**src/rtl/apb_pkg.sv**
```systemverilog
// ============================================================================
// Package : apb_pkg
// Purpose : Shared types and default widths for the APB master bridge.
//           Provides the one-hot FSM state enum, command/response structs
//           and the default address/data widths.
// Revision: 1.0 - initial release
// ============================================================================
`default_nettype none

package apb_pkg;

  // Default bus widths; the bridge parameters default to these.
  localparam int APB_ADDR_W = 32;
  localparam int APB_DATA_W = 32;

  // One-hot state encoding so each output decode is a single flop bit.
  typedef enum logic [3:0] {
    IDLE   = 4'b0001,
    SETUP  = 4'b0010,
    ACCESS = 4'b0100,
    RESP   = 4'b1000
  } apb_state_e;

  // Command as presented on the upstream valid/ready channel.
  typedef struct packed {
    logic                  write;
    logic [APB_ADDR_W-1:0] addr;
    logic [APB_DATA_W-1:0] data;
  } apb_cmd_t;

  // Response as returned on the downstream valid/ready channel.
  typedef struct packed {
    logic [APB_DATA_W-1:0] rdata;
    logic                  err;
  } apb_rsp_t;

endpackage : apb_pkg

`default_nettype wire

```
**src/rtl/apb_master_bridge.sv**
```systemverilog
// ============================================================================
// Module  : apb_master_bridge
// Purpose : Converts a valid/ready command stream into APB3 SETUP/ACCESS
//           transfers (single outstanding transfer) and returns one
//           response (read data + error flag) per command on a valid/ready
//           response channel. Any number of pready wait states is tolerated.
// Config  : `define APB_TIMEOUT_EN to abort an ACCESS phase after
//           TIMEOUT_CYCLES cycles of pready low (response flagged as error,
//           read data forced to 0). Without it the bridge waits forever.
// Ports   :
//   pclk, rst               clock / asynchronous active-high reset
//   cmd_valid/cmd_ready     command handshake
//   cmd_write/addr/wdata    command payload
//   rsp_valid/rsp_ready     response handshake
//   rsp_rdata/rsp_err       response payload
//   psel/penable/pwrite     APB control
//   paddr/pwdata            APB address / write data
//   prdata/pready/pslverr   APB slave return path
// Revision: 1.0 - initial release
// ============================================================================
`default_nettype none

module apb_master_bridge
  import apb_pkg::*;
#(
  parameter int ADDR_W         = APB_ADDR_W,
  parameter int DATA_W         = APB_DATA_W,
  parameter int TIMEOUT_CYCLES = 16
) (
  input  logic              pclk,
  input  logic              rst,
  // Command channel
  input  logic              cmd_valid,
  output logic              cmd_ready,
  input  logic              cmd_write,
  input  logic [ADDR_W-1:0] cmd_addr,
  input  logic [DATA_W-1:0] cmd_wdata,
  // Response channel
  output logic              rsp_valid,
  input  logic              rsp_ready,
  output logic [DATA_W-1:0] rsp_rdata,
  output logic              rsp_err,
  // APB master interface
  output logic              psel,
  output logic              penable,
  output logic              pwrite,
  output logic [ADDR_W-1:0] paddr,
  output logic [DATA_W-1:0] pwdata,
  input  logic [DATA_W-1:0] prdata,
  input  logic              pready,
  input  logic              pslverr
);

  apb_state_e        state_q,  state_d;
  logic [ADDR_W-1:0] paddr_q,  paddr_d;
  logic              pwrite_q, pwrite_d;
  logic [DATA_W-1:0] pwdata_q, pwdata_d;
  logic [DATA_W-1:0] rdata_q,  rdata_d;
  logic              err_q,    err_d;

  // --------------------------------------------------------------------------
  // Optional ACCESS-phase timeout
  // --------------------------------------------------------------------------
`ifdef APB_TIMEOUT_EN
  localparam int CNT_W = $clog2(TIMEOUT_CYCLES + 1);

  logic [CNT_W-1:0] to_cnt_q, to_cnt_d;
  logic             to_hit;

  // The current pready-low cycle is the TIMEOUT_CYCLES-th one when the count
  // of earlier low cycles is TIMEOUT_CYCLES-1; abort at the end of it.
  assign to_hit = (state_q == ACCESS) && !pready &&
                  (to_cnt_q == CNT_W'(TIMEOUT_CYCLES - 1));

  always_comb begin
    to_cnt_d = to_cnt_q;
    if (state_q == IDLE) begin
      // Cleared before SETUP so every transfer starts from zero.
      to_cnt_d = '0;
    end else if ((state_q == ACCESS) && !pready && !to_hit) begin
      to_cnt_d = to_cnt_q + CNT_W'(1);
    end
  end

  always_ff @(posedge pclk or posedge rst) begin
    if (rst) begin
      to_cnt_q <= '0;
    end else begin
      to_cnt_q <= to_cnt_d;
    end
  end
`else
  // Timeout disabled: the parameter is intentionally not used.
  logic unused_timeout_cfg;
  assign unused_timeout_cfg = (TIMEOUT_CYCLES != 0);
`endif

  // --------------------------------------------------------------------------
  // Next-state / datapath logic
  // --------------------------------------------------------------------------
  always_comb begin
    state_d  = state_q;
    paddr_d  = paddr_q;
    pwrite_d = pwrite_q;
    pwdata_d = pwdata_q;
    rdata_d  = rdata_q;
    err_d    = err_q;

    unique case (state_q)
      IDLE: begin
        if (cmd_valid) begin
          paddr_d  = cmd_addr;
          pwrite_d = cmd_write;
          pwdata_d = cmd_wdata;
          state_d  = SETUP;
        end
      end

      SETUP: begin
        state_d = ACCESS;
      end

      ACCESS: begin
        if (pready) begin
          // pslverr only matters on the completing cycle.
          rdata_d = pwrite_q ? '0 : prdata;
          err_d   = pslverr;
          state_d = RESP;
        end
`ifdef APB_TIMEOUT_EN
        else if (to_hit) begin
          rdata_d = '0;
          err_d   = 1'b1;
          state_d = RESP;
        end
`endif
      end

      RESP: begin
        if (rsp_ready) begin
          state_d = IDLE;
        end
      end

      default: begin
        state_d = IDLE;
      end
    endcase
  end

  // --------------------------------------------------------------------------
  // State and datapath registers
  // --------------------------------------------------------------------------
  always_ff @(posedge pclk or posedge rst) begin
    if (rst) begin
      state_q  <= IDLE;
      paddr_q  <= '0;
      pwrite_q <= 1'b0;
      pwdata_q <= '0;
      rdata_q  <= '0;
      err_q    <= 1'b0;
    end else begin
      state_q  <= state_d;
      paddr_q  <= paddr_d;
      pwrite_q <= pwrite_d;
      pwdata_q <= pwdata_d;
      rdata_q  <= rdata_d;
      err_q    <= err_d;
    end
  end

  // --------------------------------------------------------------------------
  // Outputs: control strobes decode straight from the state register so an
  // asynchronous reset drops them in the same cycle.
  // --------------------------------------------------------------------------
  // cmd_ready is also gated by rst so nothing is accepted while reset is held.
  assign cmd_ready = (state_q == IDLE) && !rst;
  assign psel      = (state_q == SETUP) || (state_q == ACCESS);
  assign penable   = (state_q == ACCESS);
  assign rsp_valid = (state_q == RESP);
  assign pwrite    = pwrite_q;
  assign paddr     = paddr_q;
  assign pwdata    = pwdata_q;
  assign rsp_rdata = rdata_q;
  assign rsp_err   = err_q;

endmodule : apb_master_bridge

`default_nettype wire

```
**config.mk**
```make
export PLATFORM = sky130hd
export DESIGN_NAME = apb_master_bridge
export DESIGN_NICKNAME = d
export VERILOG_FILES = /design/src/rtl/apb_pkg.sv /design/src/rtl/apb_master_bridge.sv
export SDC_FILE = /design/constraint.sdc
export NUM_CORES = 1
export LEC_CHECK = 0
export BUFFER_PORTS_ARGS = -buffer_cell sky130_fd_sc_hd__buf_4
export CAP_MARGIN = 20
export CORE_MARGIN = 1.5
export CORE_UTILIZATION = 40
export CTS_CLUSTER_DIAMETER = 30
export DETAILED_ROUTE_END_ITERATION = 10
export PLACE_DENSITY = 0.74
export SYNTH_ARGS = -nofsm -noshare
export SYNTH_HDL_FRONTEND = slang
export SYNTH_SLANG_ARGS = --single-unit
```
**constraint.sdc**
```tcl
create_clock -name pclk -period 5.6 [get_ports pclk]
set_clock_uncertainty 0.1 [all_clocks]
set_input_delay 0.28 -clock pclk [delete_from_list [all_inputs] [get_ports pclk]]
set_output_delay 0.28 -clock pclk [all_outputs]
set_load 0.005 [all_outputs]
```
# After elaboration in Yosys (flattened, before gate mapping)
# Index checks and enable logic that the tools add are counted.
dict set report word_totals {
  regBits 102
  word_cells 24
  inputBits 103
  output_inout_bits 102
}
dict set report classes {
  reduce_logical 6
  mux 5
  eq_ne 7
}
# cell count
set ops {}
lappend ops {{$mux W32} 1}
lappend ops {{$pmux W4 S4} 1}
lappend ops {{$mux W4} 3}
lappend ops {{$eq A4 B1 Y1 const B} 1}
lappend ops {{$eq A4 B2 Y1 const B} 1}
lappend ops {{$eq A4 B3 Y1 const B} 1}
lappend ops {{$eq A4 B4 Y1 const B} 1}
lappend ops {{$ne A2 B1 Y1 const B} 2}
lappend ops {{$reduce_and A2 Y1} 2}
lappend ops {{$reduce_and A3 Y1} 1}
lappend ops {{$ne A2 B2 Y1 const B} 1}
lappend ops {{$logic_and A1 B1 Y1} 1}
lappend ops {{$logic_not A1 Y1} 1}
lappend ops {{$logic_or A1 B1 Y1} 1}

# Logic depth before layout (Yosys ltp)
dict set report logic_depth {
  depth_word 3
  mapped_depth 7
  depth_no_buf 3
}

# Worst setup path before layout
# No wires, ideal clock.
dict set report synth_timing {
  path_type {input port to output port}
  from {in rst}
  to {out cmd_ready}
  t_required_ps 5220
  path_buffers 0
  path_stages 2
  slack_ps 2479
  arrival_time_ps 2741
  path_cell_list {inv_1 and2_1}
}
dict set report synth_via {
  elab_chain_cells 2
}
# element line_no
set synth_lines {}
lappend synth_lines {{start: declaration} apb_master_bridge.sv:31} ;# input logic rst,
lappend synth_lines {{$logic_not A1 Y1} apb_master_bridge.sv:177} ;# assign cmd_ready = (state_q == IDLE) && !rst;
lappend synth_lines {{$logic_and A1 B1 Y1} apb_master_bridge.sv:177}
lappend synth_lines {{end: declaration} apb_master_bridge.sv:34} ;# output logic cmd_ready,
# No other way between the ends.

# Final worst setup path
dict set report layout_timing {
  from {reg state_q[0]}
  to {reg paddr_q[28], in the netlist paddr[28]}
}
dict set report layout_via {
  elab_chain_cells 2
}
# element line_no
set layout_lines {}
lappend layout_lines {{start: declaration} apb_master_bridge.sv:54} ;# apb_state_e state_q, state_d;
lappend layout_lines {{start signal: assignment} apb_master_bridge.sv:163} ;# state_q <= state_d;
lappend layout_lines {{$eq A4 B1 Y1} apb_master_bridge.sv:109} ;# unique case (state_q)
lappend layout_lines {{$reduce_and A2 Y1 (no source line)} -}
lappend layout_lines {{end signal: assignment} apb_master_bridge.sv:164} ;# paddr_q <= paddr_d;
lappend layout_lines {{end: declaration} apb_master_bridge.sv:55} ;# logic [ADDR_W-1:0] paddr_q, paddr_d;
# No other way between the ends.
# A chain may end at the register's enable or synchronous reset.

==> flow_metrics.env <==
export IMPL_grt_overflow=0
export IMPL_crit_start="state_q[0]"
export IMPL_cts_num_sinks=102
export IMPL_syn_avg_cell_area_um2=16.0
export IMPL_drcViolationCount=0
export IMPL_first_pass_iters=4
export IMPL_status="finished clean"
export IMPL_syn_nets=372
export IMPL_setup_violations=0
export IMPL_dieArea_um2=11400
export IMPL_multi_input_area_um2=1570
export IMPL_critical_path_class="flop to flop"
export IMPL_drive_above_1_share_pct=67.4
export IMPL_fp_dieH_um=107
export IMPL_synth_seq_cells=102
export IMPL_area_growth_pct=40.8
export IMPL_ctsResizeCount=0
export IMPL_ff2ff_path_depth=3
export IMPL_regArea_um2=2550
export IMPL_layout_cells_non_filler=611
export IMPL_period_needed_ns=2.44
export IMPL_setup_ws_ns=3.16
export IMPL_yosys_cell_types_count=28
export IMPL_crit_family="simple AND/OR/NAND/NOR gates"
export IMPL_critPathMaxStageDelay_ns=0.83
export IMPL_dp_cells=593
export IMPL_grt_pass1_vias=2924
export IMPL_wl_mm=9.41
export IMPL_num_fill_cells=862
export IMPL_cp_buffers_inverters=0
export IMPL_yosysSeqAreaShare_pct=59.5
export IMPL_cts_root_buf="clkbuf_8"
export IMPL_htree_levels=3
export IMPL_powerDensity_nw_per_um2=474
export IMPL_clk_pin_slew_ns=0.09
export IMPL_maxSlewViolCount=0
export IMPL_first_iter_violations=52
export IMPL_grt_usage_pct=16.4
export IMPL_fin_nets=573
export IMPL_period_share_pct=43.5
export IMPL_finalInstanceArea_um2=6040
export IMPL_crit_cells=3
export IMPL_numCtsBuffers=9
export IMPL_drv_cap=0
export IMPL_grt_pass1_wl_mm=14.6
export IMPL_rsz0062_at_grt="false"
export IMPL_utilization_pct=58.3
export IMPL_whs_path_depth=2
export IMPL_clock_fmax_mhz=410
export IMPL_path_max_fanout=67
export IMPL_max_slew_worst_pin_slew_ns=1.07
export IMPL_viasPerCell=4.69
export IMPL_cts_path_max_buffers=2
export IMPL_path_cells="nor4b_4 -> and2_4 -> mux2_2"
export IMPL_drtAntennaViolNets=0
export IMPL_via_count=2867
export IMPL_io_pins=205
export IMPL_ir_drop_v=0.000240
export IMPL_relSlewSlack_pct=28.9
export IMPL_place_area_um2=5840
export IMPL_wire_per_inst_um=15.4
export IMPL_cp_slowest_cell="and2_4"
export IMPL_coreArea_um2=10400
export IMPL_dp_hpwl_mm=6.73
export IMPL_antenna_found_initial=0
export IMPL_synthesis_instances=269
export IMPL_core_rowCount=37
export IMPL_crit_arrival_ns=2.57
export IMPL_diodes=0
export IMPL_r2r_start="state_q[0]"
export IMPL_worstHoldStart="rsp_ready"
export IMPL_p_leak_nw=3.03
export IMPL_finalSetupTns_ns=0
export IMPL_worstHoldPathType="input pin to flop"
export IMPL_critPathLaunchType="flop"
export IMPL_syn_area_um2=4290
export IMPL_critical_path_required_ns=5.74
export IMPL_cts_tree="done"
export IMPL_place_ws_ns=3.17
export IMPL_ys_warn_count=0
export IMPL_worst_setup_path_end_kind="flop"
export IMPL_finalPower_mw=2.87
export IMPL_die_width_um=107
export IMPL_initial_core_util_pct=41.4
export IMPL_gp_congestion=0.709
export IMPL_worstSkewPairLatency_ns=0.35
export IMPL_grt_max_degree=68
export IMPL_numPortBuffers=204
export IMPL_hold_violations=0
export IMPL_whs_ns=0.0233
repair_timing:
item | CTS | global route
setup endpoints to repair | 0 | 0
setup buffers | 0 | 0
hold buffers | 1 | 0
hold endpoints to repair | 42 | 0
routing by layer:
metal	track usage, %	share of wire (%)	up-vias
met5	0	0	-
li1	-	-	1317
met3	4.86	6.9	14
met2	26.5	49	119
met1	20.9	42	1417
met4	6.10	1.7	0
where the power goes:
group | switching (mW) | internal [mW] | leakage (nW)
registers | 0.201 | 1.04 | 1.26
clock network | 0.242 | 0.176 | 0.0828
logic | 0.393 | 0.813 | 1.68
total | 0.836 | 2.03 | 3.03
flip-flops by register name, summed over array words and instances (netlist names):
signal	count
pwrite	1
rsp_rdata	32
paddr	32
pwdata	32
state_q	4
rsp_err	1
logic make-up after synthesis:
family,after synthesis,synth area share (%)
compound gates,4,0.612
buf+inv,19,3.94
mux,98,28.3
flops,102,59.5
simple gates,45,7.41
xor+xnor,1,0.204
synthesized netlist by cell type (all sizes together):
| cell type | instances | area share, % |
|---|---|---|
| nor3b | 1 | 0.17 |
| dfstp | 1 | 0.61 |
| nor2b | 32 | 4.7 |
| o41ai | 1 | 0.20 |
| a21oi | 1 | 0.12 |
| o21ai | 1 | 0.12 |
| buf | 13 | 3.4 |
| clkbuf | 4 | 0.38 |
| dfrtp | 101 | 59 |
| mux2 | 98 | 28 |
| inv | 2 | 0.17 |
| nand2b | 1 | 0.15 |
| and2 | 2 | 0.35 |
| nor4b | 3 | 1.3 |
| or2b | 1 | 0.17 |
| a211oi | 1 | 0.17 |
| nor2 | 1 | 0.087 |
| nand2 | 1 | 0.15 |
| xnor2 | 1 | 0.20 |
| nor3 | 3 | 0.35 |
cells in the final DEF, fill, tap and decap left out, drive strengths merged:
| cell type | count |
|---|---|
| buf | 206 |
| dfrtp | 101 |
| mux2 | 98 |
| nor2b | 32 |
| clkbuf | 12 |
| nor3 | 3 |
| nor4b | 3 |
| clkinvlp | 2 |
| clkinv | 2 |
| and2 | 2 |
| inv | 2 |
| nand2 | 1 |
| xnor2 | 1 |
| or2b | 1 |
| nor3b | 1 |
| a21oi | 1 |
| nor2 | 1 |
| nand2b | 1 |
| o21ai | 1 |
| a211oi | 1 |
| o41ai | 1 |
| dlygate4sd3 | 1 |
| dfstp | 1 |
worst paths after layout:
path / to / slack [ns]
worst max-delay path: paddr[28] / 3.16
worst min-delay path: state_q[3] / 0.02
worst max register to register: paddr[28] / 3.16
worst min register to register: rsp_rdata[0] / 0.40
max in group asynchronous: paddr[12] / 3.84
min in group asynchronous: rsp_rdata[7] / 0.43
layout make-up:
type / count / share of cell area, %
tap: 136 / 2.82
clock buffer: 12 / 2.40
clock inverter: 4 / 0.538
sequential: 102 / 42.2
multi-input combinational: 148 / 26.0
inverter: 2 / 0.166
timing repair buffer: 207 / 25.9
Power figures use the tool's default switching activity.
